[config.mk]
export PLATFORM = sky130hd
export DESIGN_NAME = antic_scan_timer
export DESIGN_NICKNAME = d
export VERILOG_FILES = /design/src/rtl/antic_timing_pkg.sv /design/src/rtl/scan_counter.sv /design/src/rtl/antic_scan_timer.sv
export SDC_FILE = /design/constraint.sdc
export NUM_CORES = 1
export LEC_CHECK = 0
export ABC_AREA = 1
export BUFFER_PORTS_ARGS = -buffer_cell sky130_fd_sc_hd__buf_2
export CORE_MARGIN = 8
export CORE_UTILIZATION = 50
export DETAILED_ROUTE_END_ITERATION = 16
export PLACE_DENSITY_LB_ADDON = 0.05
export SETUP_SLACK_MARGIN = 0.5
export SLEW_MARGIN = 5
export SYNTH_ARGS = -nofsm -noshare
export SYNTH_HDL_FRONTEND = slang
export SYNTH_SLANG_ARGS = --single-unit
[constraint.sdc]
create_clock -name clk -period 3.2 [get_ports clk]
set_input_delay 0.48 -clock clk [delete_from_list [all_inputs] [get_ports clk]]
set_output_delay 0.48 -clock clk [all_outputs]
set_load 0.02 [all_outputs]
[src/rtl/antic_timing_pkg.sv]
// rtl/antic_timing_pkg.sv - shared timing constants, NMIST bit indices and FSM encodings
package antic_timing_pkg;

  localparam int unsigned H_TOTAL       = 228;
  localparam int unsigned HBLANK_END    = 68;
  localparam int unsigned V_TOTAL       = 262;
  localparam int unsigned VBLANK_END    = 8;
  localparam int unsigned VBLANK_START  = 248;
  localparam int unsigned WSYNC_RELEASE = 220;
  localparam int unsigned NMI_H_POS     = 16;

  localparam int NMIST_DLI = 7;
  localparam int NMIST_VBI = 6;

  typedef enum logic {
    WS_RUN  = 1'b0,
    WS_WAIT = 1'b1
  } wsync_state_t;

  typedef enum logic [1:0] {
    NMI_IDLE = 2'd0,
    NMI_P1   = 2'd1,
    NMI_P2   = 2'd2
  } nmi_state_t;

endpackage

[src/rtl/scan_counter.sv]
// rtl/scan_counter.sv - hcount/line counter pair with registered blank flags and line/frame strobes
module scan_counter #(
  parameter int unsigned H_TOTAL      = antic_timing_pkg::H_TOTAL,
  parameter int unsigned V_TOTAL      = antic_timing_pkg::V_TOTAL,
  parameter int unsigned HBLANK_END   = antic_timing_pkg::HBLANK_END,
  parameter int unsigned VBLANK_END   = antic_timing_pkg::VBLANK_END,
  parameter int unsigned VBLANK_START = antic_timing_pkg::VBLANK_START
) (
  input  logic       clk,
  input  logic       rst,
  output logic [7:0] hcount,
  output logic [8:0] line,
  output logic       hblank,
  output logic       vblank,
  output logic       line_start,
  output logic       frame_start
);

  localparam logic [7:0] H_LAST   = 8'(H_TOTAL - 1);
  localparam logic [8:0] V_LAST   = 9'(V_TOTAL - 1);
  localparam logic [7:0] HB_END   = 8'(HBLANK_END);
  localparam logic [8:0] VB_END   = 9'(VBLANK_END);
  localparam logic [8:0] VB_START = 9'(VBLANK_START);

  logic [7:0] h_next;
  logic [8:0] l_next;

  always_comb begin
    h_next = hcount + 8'd1;
    l_next = line;
    if (hcount == H_LAST) begin
      h_next = 8'd0;
      l_next = (line == V_LAST) ? 9'd0 : line + 9'd1;
    end
  end

  // Flags decode the next counter values so they line up with the counters they describe.
  always_ff @(posedge clk or posedge rst) begin
    if (rst) begin
      hcount      <= 8'd0;
      line        <= 9'd0;
      hblank      <= 1'b1;
      vblank      <= 1'b1;
      line_start  <= 1'b0;
      frame_start <= 1'b0;
    end else begin
      hcount      <= h_next;
      line        <= l_next;
      hblank      <= (h_next < HB_END);
      vblank      <= (l_next < VB_END) || (l_next >= VB_START);
      line_start  <= (h_next == 8'd0);
      frame_start <= (h_next == 8'd0) && (l_next == 9'd0);
    end
  end

endmodule

[src/rtl/antic_scan_timer.sv]
// rtl/antic_scan_timer.sv - scan timing top: counters, WSYNC stall FSM, NMI pulse FSM and NMIST
module antic_scan_timer #(
  parameter int unsigned H_TOTAL       = antic_timing_pkg::H_TOTAL,
  parameter int unsigned HBLANK_END    = antic_timing_pkg::HBLANK_END,
  parameter int unsigned V_TOTAL       = antic_timing_pkg::V_TOTAL,
  parameter int unsigned VBLANK_END    = antic_timing_pkg::VBLANK_END,
  parameter int unsigned VBLANK_START  = antic_timing_pkg::VBLANK_START,
  parameter int unsigned WSYNC_RELEASE = antic_timing_pkg::WSYNC_RELEASE,
  parameter int unsigned NMI_H_POS     = antic_timing_pkg::NMI_H_POS
) (
  input  logic       clk,
  input  logic       rst,
  input  logic       wsync_wr,
  input  logic       nmires_wr,
  input  logic [7:0] nmien,
  input  logic       dli_req,
  output logic [7:0] hcount,
  output logic [8:0] line,
  output logic [7:0] VCOUNT,
  output logic       hblank,
  output logic       vblank,
  output logic       line_start,
  output logic       frame_start,
  output logic       rdy,
  output logic       nmi_l,
  output logic [7:0] nmist
);

  import antic_timing_pkg::*;

  localparam logic [7:0] WS_POS   = 8'(WSYNC_RELEASE);
  localparam logic [7:0] NMI_POS  = 8'(NMI_H_POS);
  localparam logic [8:0] VBI_LINE = 9'(VBLANK_START);

  scan_counter #(
    .H_TOTAL      (H_TOTAL),
    .V_TOTAL      (V_TOTAL),
    .HBLANK_END   (HBLANK_END),
    .VBLANK_END   (VBLANK_END),
    .VBLANK_START (VBLANK_START)
  ) u_scan_counter (
    .clk         (clk),
    .rst         (rst),
    .hcount      (hcount),
    .line        (line),
    .hblank      (hblank),
    .vblank      (vblank),
    .line_start  (line_start),
    .frame_start (frame_start)
  );

  assign VCOUNT = line[8:1];

  logic at_release;
  logic at_nmi;
  assign at_release = (hcount == WS_POS);
  assign at_nmi     = (hcount == NMI_POS);

  wsync_state_t ws_state, ws_next;

  always_ff @(posedge clk or posedge rst) begin
    if (rst) ws_state <= WS_RUN;
    else     ws_state <= ws_next;
  end

  // A write landing on the release position still stalls until the next line's release.
  always_comb begin
    ws_next = ws_state;
    rdy     = 1'b1;
    case (ws_state)
      WS_RUN:  if (wsync_wr) ws_next = WS_WAIT;
      WS_WAIT: begin
        rdy = 1'b0;
        if (at_release) ws_next = WS_RUN;
      end
      default: ws_next = WS_RUN;
    endcase
  end

  logic dli_pend;
  logic dli_fire;
  logic vbi_fire;
  logic dli_st;
  logic vbi_st;

  assign dli_fire = at_nmi && dli_pend && nmien[NMIST_DLI];
  assign vbi_fire = at_nmi && (line == VBI_LINE) && nmien[NMIST_VBI];

  logic unused_nmien;
  assign unused_nmien = ^nmien[5:0];

  always_ff @(posedge clk or posedge rst) begin
    if (rst) dli_pend <= 1'b0;
    else     dli_pend <= dli_req || (dli_pend && !at_nmi);
  end

  nmi_state_t nmi_state, nmi_next;

  always_ff @(posedge clk or posedge rst) begin
    if (rst) nmi_state <= NMI_IDLE;
    else     nmi_state <= nmi_next;
  end

  always_comb begin
    nmi_next = nmi_state;
    nmi_l    = 1'b1;
    case (nmi_state)
      NMI_IDLE: if (dli_fire || vbi_fire) nmi_next = NMI_P1;
      NMI_P1: begin
        nmi_l    = 1'b0;
        nmi_next = NMI_P2;
      end
      NMI_P2: begin
        nmi_l    = 1'b0;
        nmi_next = NMI_IDLE;
      end
      default: nmi_next = NMI_IDLE;
    endcase
  end

  // Status bits record every firing source, even one whose pulse was swallowed.
  always_ff @(posedge clk or posedge rst) begin
    if (rst) begin
      dli_st <= 1'b0;
      vbi_st <= 1'b0;
    end else begin
      dli_st <= dli_fire || (dli_st && !nmires_wr);
      vbi_st <= vbi_fire || (vbi_st && !nmires_wr);
    end
  end

  assign nmist = {dli_st, vbi_st, 6'b000000};

endmodule

==> flow_metrics.tcl <==
set metrics [dict create \
    ir_worst_vdd_v 0.000370 \
    hold_violations 0 \
    critPathLaunchType "register" \
    cts_tree "yes" \
    drc 0 \
    die_area_mm2 0.00564 \
    io_buffers 39 \
    die_w_um 75.1 \
    wl_per_cell_um 11.5 \
    slew_headroom 0.346 \
    syn_area_mm2 0.00175 \
    num_vias 1419 \
    crit_type "reg2reg" \
    fin_skew_ns 0.00242 \
    min_period_ns 2.07 \
    num_rows 21 \
    slew_violations 0 \
    path_max_fanout 12 \
    final_antenna_net_count 0 \
    worstHoldStart "dli_req" \
    finalSetupViolCount 0 \
    rsz0062_at_grt "no" \
    syn_inst 234 \
    finalSetupTns_ns 0 \
    synth_seq_cells 27 \
    yosys_warnings 0 \
    arrival_ns 2.34 \
    syn_to_final_growth_pct 8.80 \
    avgSynthCellArea_um2 7.47 \
    power_density_mw_per_mm2 325 \
    hold_end "dli_pend" \
    drtIter0Drc 67 \
    routed_via_density 4.59 \
    required_ns 3.46 \
    antenna_found_initial 0 \
    grt_max_degree 28 \
    drv_cap 0 \
    worst_slew_pin_slew_ns 0.979 \
    ff2ff_path_depth 9 \
    antenna_cells 0 \
    r2r_start "u_scan_counter.hcount[0]" \
    endpoint_kind "register" \
    dpl.hpwl_mm 2.77 \
    worstHoldPathType "in2reg" \
    io_pins 52 \
    first_global_vias 1282 \
    status "completed" \
    power_w 0.000619 \
    top_register "u_scan_counter.line" \
    initial_core_util 0.524 \
    wirelength_mm 3.55 \
    reg_top3 "u_scan_counter.line (9), u_scan_counter.hcount (8), nmi_state (2)" \
    final_util 0.570 \
    clk_path_buf_depth 2 \
    cts.htree.levels 1 \
    track_usage 0.136 \
    r2r_end "u_scan_counter.frame_start" \
    grt_pass1_wl_mm 5.94 \
    gp_congestion 0.805 \
    nets 285 \
    grt_overflow 0 \
    first_pass_iters 4 \
    reg2reg_slack_ns 1.13 \
    die_h_um 75.1 \
    synth_seq_area_share 0.388 \
    postCtsHoldBufs 0 \
    numCtsBuffers 3 \
    post-route-period-util 0.648 \
    whs_path_depth 2 \
    largest_reg_flops 9 \
    clk_latency_ns 0.32 \
    cts_resized 0 \
    coreArea_mm2 0.00334 \
    clock-sinks 27 \
    clk_pin_slew_ns 0.14 \
    ctsRootBufferMaster "clkbuf_4" \
    fmax_mhz 482 \
    post_cts_buffers 0 \
    yosys.cell_types.count 26 \
    p_leak_nw 1.07 \
    drive_gt1_frac 0.266 \
]
## cell type report
class | count | area (um2)
clock buffer | 3 | 22.5
multi-input combinational | 156 | 802
inverter | 37 | 139
tap | 46 | 57.6
clock inverter | 1 | 7.51
fill | 343 | 1440
sequential | 27 | 678
timing repair buffer | 39 | 195
## cell families (layout without fill, tap and decap cells)
logic type	count (synthesis)	after routing	synth area share
adder cells (fa/ha/maj)	8	8	0.0573
buffers and inverters	56	80	0.164
AND/OR/NAND/NOR	130	130	0.350
other	1	6	0.00215
flip-flops	27	27	0.388
XOR/XNOR	1	1	0.00501
AO/OA/AOI/OAI	11	11	0.0336
## through the flow
| step | hold WS (ns) | cells | instance area, um2 | worst slack [ns] |
|---|---|---|---|---|
| 2_1_floorplan | 0.454 | 239 | 1770 | 1.48 |
| 3_3_place_gp | 0.466 | 305 | 1870 | 1.14 |
| 3_5_place_dp | 0.473 | 305 | 1870 | 1.13 |
| 4_1_cts | 0.322 | 309 | 1900 | 1.10 |
| 5_1_grt | 0.307 | 309 | 1900 | 0.930 |
| 6_report | 0.327 | 309 | 1900 | 1.13 |
## synthesized netlist by cell type (all sizes together)
| cell type | n | area, um2 |
|---|---|---|
| nand2 | 63 | 259 |
| inv | 37 | 139 |
| nor2 | 33 | 146 |
| nand3 | 27 | 160 |
| dfrtp | 25 | 626 |
| buf | 19 | 148 |
| ha | 8 | 100 |
| o21ai | 5 | 25.0 |
| a21oi | 4 | 20.0 |
| nor3 | 3 | 20.0 |
| dfstp | 2 | 52.6 |
| nand4 | 2 | 12.5 |
| a21o | 1 | 7.51 |
| conb | 1 | 3.75 |
| nand3b | 1 | 7.51 |
| nor4 | 1 | 6.26 |
| o22ai | 1 | 6.26 |
| xor2 | 1 | 8.76 |
## report_power, final
group	switching, W	internal [W]
sequential	0.00000494	0.000355
combinational	0.0000749	0.0000370
clock	0.0000994	0.0000478
total	0.000179	0.000440
## placed cells by master, fill, tap and decap left out, drive strengths merged
cell,n
a21o,1
a21oi,4
buf,39
clkbuf,3
clkinvlp,1
conb,6
dfrtp,25
dfstp,2
ha,8
inv,37
nand2,63
nand3,27
nand3b,1
nand4,2
nor2,33
nor3,3
nor4,1
o21ai,5
o22ai,1
xor2,1
## per-layer routing
metal	global-route usage	part of all wire	vias up
met3	0.0426	0.077	2
li1	-	-	757
met4	0.0326	0.0070	0
met2	0.208	0.43	29
met5	0	0	-
met1	0.179	0.49	631
## worst max path at each step
stage                                            end                     start  depth (start not counted)
after global placement    u_scan_counter.frame_start  u_scan_counter.hcount[0]                          8
after floorplan           u_scan_counter.frame_start  u_scan_counter.hcount[0]                         10
after detailed placement  u_scan_counter.frame_start  u_scan_counter.hcount[0]                          9
after CTS                 u_scan_counter.frame_start  u_scan_counter.hcount[0]                          9
after global routing      u_scan_counter.frame_start  u_scan_counter.hcount[0]                          9
final                     u_scan_counter.frame_start  u_scan_counter.hcount[0]                          9
## worst max-delay path, cell delays in order, from the launching register on
cell and delay, ns:
dfrtp_1 0.49, ha_1 0.35, nand3_1 0.13, nor2_2 0.45, nand2_1 0.10, nand2_1 0.09
inv_2 0.05, nor2_1 0.14, nand2_1 0.08, nor3_2 0.13
(Power assumes the default switching activity.)
